`src/rtl/a2d_spi_resp.sv`:
```
// a2d_spi_resp: 16-bit SPI responder that returns 12-bit channel readings chosen by the previous command frame
module a2d_spi_resp #(
  parameter int SCLK_MIN_CLKS = 8
) (
  input  logic        clk,
  input  logic        rst_n,
  input  logic        SS_n,
  input  logic        SCLK,
  input  logic        MOSI,
  output logic        MISO,
  input  logic [95:0] chnl_data,
  output logic [15:0] cmd,
  output logic        cmd_rdy,
  output logic        frame_err,
  output logic        busy
);
  typedef enum logic [1:0] {IDLE, ARMED, SHIFT} state_t;
  if (SCLK_MIN_CLKS < 8) begin : g_chk
    $error("SCLK_MIN_CLKS below 8 is unsupported");
  end
  state_t      state;
  logic [2:0]  ss_q, sclk_q;
  logic [1:0]  mosi_q;
  logic [15:0] tx_shft, rx_shft, rx_nx;
  logic [4:0]  bit_cnt, cnt_nx;
  logic [2:0]  prev_ch;
  logic        ss_fall, ss_rise, sclk_rise, sclk_fall, take;
  assign ss_fall   = ss_q[2] & ~ss_q[1];
  assign ss_rise   = ~ss_q[2] & ss_q[1];
  assign sclk_rise = ~sclk_q[2] & sclk_q[1];
  assign sclk_fall = sclk_q[2] & ~sclk_q[1];
  // the SCLK rise is folded in before an SS_n rise on the same clk, so a late 16th bit still counts
  assign take   = sclk_rise && state != IDLE && bit_cnt < 5'd16;
  assign rx_nx  = take ? {rx_shft[14:0], mosi_q[1]} : rx_shft;
  assign cnt_nx = take ? bit_cnt + 5'd1 : bit_cnt;
  assign MISO   = ~ss_q[1] & tx_shft[15];
  assign busy   = state != IDLE;
  // SS_n synchronizer resets low so a select still held after reset does not look like a new fall
  always_ff @(posedge clk or negedge rst_n)
    if (!rst_n) begin
      ss_q   <= 3'b000;
      sclk_q <= 3'b111;
      mosi_q <= 2'b00;
    end else begin
      ss_q   <= {ss_q[1:0], SS_n};
      sclk_q <= {sclk_q[1:0], SCLK};
      mosi_q <= {mosi_q[0], MOSI};
    end
  always_ff @(posedge clk or negedge rst_n)
    if (!rst_n) begin
      state     <= IDLE;
      tx_shft   <= '0;
      rx_shft   <= '0;
      bit_cnt   <= '0;
      prev_ch   <= '0;
      cmd       <= '0;
      cmd_rdy   <= 1'b0;
      frame_err <= 1'b0;
    end else begin
      cmd_rdy   <= 1'b0;
      frame_err <= 1'b0;
      if (state == IDLE) begin
        if (ss_fall) begin
          tx_shft <= {4'h0, chnl_data[12*prev_ch +: 12]};
          rx_shft <= '0;
          bit_cnt <= '0;
          state   <= ARMED;
        end
      end else begin
        rx_shft <= rx_nx;
        bit_cnt <= cnt_nx;
        if (sclk_rise) state <= SHIFT;
        if (state == SHIFT && sclk_fall) tx_shft <= {tx_shft[14:0], 1'b0};
        if (ss_rise) begin
          state <= IDLE;
          if (cnt_nx == 5'd16) begin
            cmd     <= rx_nx;
            prev_ch <= rx_nx[13:11];
            cmd_rdy <= 1'b1;
          end else frame_err <= 1'b1;
        end
      end
    end
endmodule

```
`config.mk`:
```
export PLATFORM = sky130hd
export DESIGN_NAME = a2d_spi_resp
export DESIGN_NICKNAME = d
export VERILOG_FILES = /design/src/rtl/a2d_spi_resp.sv
export SDC_FILE = /design/constraint.sdc
export NUM_CORES = 1
export LEC_CHECK = 0
export BUFFER_PORTS_ARGS = -buffer_cell sky130_fd_sc_hd__buf_2
export CAP_MARGIN = 40
export CORE_MARGIN = 5
export CORE_UTILIZATION = 29
export DETAILED_ROUTE_END_ITERATION = 10
export GPL_TIMING_DRIVEN = 0
export PLACE_DENSITY = 0.6
export SETUP_SLACK_MARGIN = 0.4
export SYNTH_ARGS = -nofsm -noshare
export SYNTH_HDL_FRONTEND = slang
export SYNTH_SLANG_ARGS = --single-unit
```
`constraint.sdc`:
```
create_clock -name clk -period 2.3 [get_ports clk]
set_clock_uncertainty 0.05 [all_clocks]
set_input_delay 0.23 -clock clk [delete_from_list [all_inputs] [get_ports clk]]
set_output_delay 0.23 -clock clk [all_outputs]
set_load 0.05 [all_outputs]
```
==> impl_metrics.json <==
{
  "num-nets-final": 580,
  "drv.max_cap_violation_count": 0,
  "detail_route.first_pass.iterations": 4,
  "worstSetupPathType": "flip-flop to flip-flop",
  "timing.hold.worst_path_depth": 5,
  "whs_endpoint": "tx_shft[5]$_DFFE_PN0P_",
  "worst-path-max-fanout": 10,
  "clock_buffer_count_from_cts": 9,
  "clk_pin_slew_ns": 0.05,
  "rsz0062_at_grt": "yes",
  "cts_tree": "built",
  "gp_congestion": 0.832,
  "post_synth.cell_area_avg_um2": 10.9,
  "place_area_um2": 4460,
  "rows": 40,
  "cell_count_after_placement": 621,
  "number_of_design_rule_violations_left_after_detail_routing": 0,
  "power_w": 0.00390,
  "finalSetupTns_ns": 0,
  "routed_wire_length_per_instance_um": 15.4,
  "numPortBuffers": 120,
  "routed_via_density": 4.81,
  "antenna_found_initial": 0,
  "drive_above_1_share_pct": 44.5,
  "ys_ff_latch": 65,
  "status": "completed",
  "setup.worst_path.start": "sclk_q[1]$_DFF_PN1_",
  "finalSetupViolCount": 0,
  "io_pins": 121,
  "track_usage_pct": 13.5,
  "numClockSinks": 65,
  "synthDominantCellAreaShare_pct": 42.7,
  "final_cell_area_um2": 5020,
  "fp.dieArea_um2": 14900,
  "post-dp-hpwl_um": 7310,
  "final_period_minus_worst_setup_slack_ns": 2.09,
  "grt_max_degree": 66,
  "die_y_um": 122,
  "slew_violations": 0,
  "h_tree_lvls": 3,
  "core-area_um2": 12200,
  "ys_warn_count": 0,
  "grt_overflow": 0,
  "final.period_utilization_pct": 90.9,
  "synth.area.top_cells": "dfrtp_1 43%, mux2i_1 12%, mux2_2 7.4%",
  "fmax_ghz": 0.478,
  "crit-reg2reg-launch": "sclk_q[1]$_DFF_PN1_",
  "synthCells": 333,
  "grt_first_pass_wirelength_um": 16100,
  "logic_depth_of_the_worst_register_to_register_path": 6,
  "route.vias.total": 3131,
  "min-delay-start": "chnl_data[77]",
  "floorplan.die.width_um": 122,
  "synth_top_cell_by_area": "dfrtp_1",
  "worst_ep_arrival_time_ns": 2.23,
  "route.antenna.remaining_nets": 0,
  "slew_hr_pct": 45.1,
  "worstMarginPinSlew_ns": 0.824,
  "endpoint_kind": "flip-flop",
  "detailedRoute.firstIterationViolations": 238,
  "mappedNetlistArea_um2": 3630,
  "worst_r2r_endpoint": "cmd[14]$_DFFE_PN0P_",
  "layoutNonFillerInstCount": 651,
  "synth.yosys.seq_area_share_pct": 44.9,
  "initial_utilization_pct": 29.9,
  "first_global_vias": 3257,
  "cts_root_buf": "clkbuf_16",
  "start_kind": "flip-flop",
  "yosysUniqueCellTypes": 36,
  "slack_of_the_worst_reg_to_reg_path_ns": 0.21,
  "worst_path_max_delay_cell": "dfstp_2",
  "totalWireLength_um": 10000,
  "area_growth_syn_to_layout_pct": 38.0,
  "power_per_cell_area_nw_per_um2": 778,
  "timing.critical_path.required_ns": 2.44,
  "clkLatencyLatePin_ns": 0.32,
  "synth_nets": 435,
  "ir_worst_vdd_v": 0.000523,
  "timing.critical_path.slowest_cell_delay_ns": 0.55,
  "clk_path_buf_depth": 2,
  "ordered_list_of_cells_on_the_worst_path": "nand2b_4 > or4b_4 > a22o_4 > nand3b_4 > buf_12 > mux2_4",
  "cellLeakagePower_nw": 2.47,
  "n_antenna_cell": 0,
  "hp-class": "input port to flip-flop",
  "timing.final.hold_violations": 0
}
-- cell usage after synthesis --
master / instances
dfrtp_1: 62
mux2i_1: 45
nand2_1: 27
nand3_1: 26
nor2_1: 25
mux2_2: 24
a22o_1: 22
o211ai_1: 13
a21oi_1: 12
clkbuf_1: 12
a211o_1: 11
mux2_4: 9
buf_2: 8
inv_1: 4
o21ai_0: 4
dfstp_2: 3
nor2b_1: 3
buf_1: 2
mux4_2: 2
nor3_1: 2
o21a_1: 2
a21o_1: 1
a31oi_1: 1
and4_1: 1
buf_12: 1
buf_4: 1
ha_1: 1
nand2b_4: 1
nand3b_1: 1
nand3b_4: 1
nor2_2: 1
nor3_2: 1
nor3b_1: 1
nor4bb_1: 1
or4b_4: 1
xor2_1: 1
-- through the flow --
stage | setup WS (ns) | hold WS (ns) | util [%]
after floorplan | 0.217 | -0.116 | -
after global placement | -0.0482 | 0.282 | 36.6
after detailed placement | -0.0641 | 0.286 | 36.7
after CTS | 0.202 | 0.241 | 40.7
after global routing | 0.142 | 0.285 | 41.2
final | 0.210 | 0.253 | 41.2
-- layer usage --
| metal | routed length (um) | vias up | global-route usage (%) |
|---|---|---|---|
| li1 | - | 1516 | - |
| met1 | 4570 | 1496 | 17.4 |
| met2 | 4570 | 108 | 21.9 |
| met3 | 806 | 11 | 4.69 |
| met4 | 72 | 0 | 3.29 |
| met5 | 0 | - | 0 |
-- sequential cells by signal, summed over array words and instances (netlist names) --
| register | count |
|---|---|
| cmd | 16 |
| rx_shft | 16 |
| tx_shft | 16 |
| bit_cnt | 5 |
| sclk_q | 3 |
| ss_q | 3 |
| mosi_q | 2 |
| state | 2 |
| cmd_rdy | 1 |
| frame_err | 1 |
-- layout by cell type (no fill, tap or decap), types with 2 or more instances in the layout --
| cell type | n |
|---|---|
| buf_2 | 124 |
| dfrtp_1 | 59 |
| mux2i_1 | 45 |
| nand2_1 | 27 |
| nand3_1 | 25 |
| nor2_1 | 25 |
| a22o_1 | 21 |
| mux2_2 | 17 |
| mux2_4 | 16 |
| o211ai_1 | 13 |
| a21oi_1 | 12 |
| a211o_1 | 11 |
| buf_4 | 10 |
| clkbuf_2 | 9 |
| clkbuf_16 | 9 |
| inv_1 | 4 |
| clkbuf_1 | 4 |
| buf_6 | 4 |
| o21ai_0 | 4 |
| dlygate4sd3_1 | 4 |
| nor2b_1 | 3 |
| dfrtp_2 | 3 |
| clkbuf_8 | 3 |
| dfstp_2 | 3 |
| buf_12 | 2 |
| o21a_1 | 2 |
| mux4_2 | 2 |
-- worst max-delay path, delay by kind of cell, from the launching register on --
kind | cells | cell delay [ns]
buffers and inverters | 1 | 0.15
AO/OA/AOI/OAI | 1 | 0.24
multiplexers | 1 | 0.30
flip-flops | 1 | 0.55
AND/OR/NAND/NOR | 3 | 0.66
-- worst max path at each step --
stage	depth (start not counted)	slack (ns)	end
finish	6	0.21	cmd[14]$_DFFE_PN0P_
detailed placement	5	-0.06	cmd[14]$_DFFE_PN0P_
CTS	6	0.20	cmd[14]$_DFFE_PN0P_
floorplan	5	0.22	cmd[11]$_DFFE_PN0P_
global placement	5	-0.05	cmd[13]$_DFFE_PN0P_
global route	6	0.14	cmd[14]$_DFFE_PN0P_
-- cells by family (layout without fill, tap and decap cells) --
logic type               after synthesis  count (layout)  share of synthesized area [%]
AND/OR/NAND/NOR                       92              92                           12.4
multiplexers                          80              80                           24.8
XOR/XNOR                               1               1                          0.241
adder cells (fa/ha/maj)                1               1                          0.344
AO/OA/AOI/OAI                         66              66                           13.6
buffers and inverters                 28             178                           3.72
flip-flops                            65              65                           44.9
-- what timing repair did --
action,in CTS,in global routing
setup buffers,6,3
hold endpoints to repair,65,0
setup endpoints to repair,51,41
hold buffers,4,0
resized for setup,24,17
pin swaps,3,1
cloned,0,1
-- cell type report --
type,instances,area (um^2)
Buffer,24,168
Fill cell,1213,7150
Clock buffer,14,274
Sequential cell,65,1630
Clock inverter,2,35.0
Tap cell,168,210
Timing Repair Buffer,134,732
Multi-Input combinational cell,240,1950
Inverter,4,15.0
-- report_power, final --
| group | internal (W) | switching [W] |
|---|---|---|
| Combinational | 0.000468 | 0.000524 |
| Sequential | 0.00136 | 0.000171 |
| Clock | 0.000925 | 0.000452 |
Note: power is estimated with default switching activity, not from simulation.
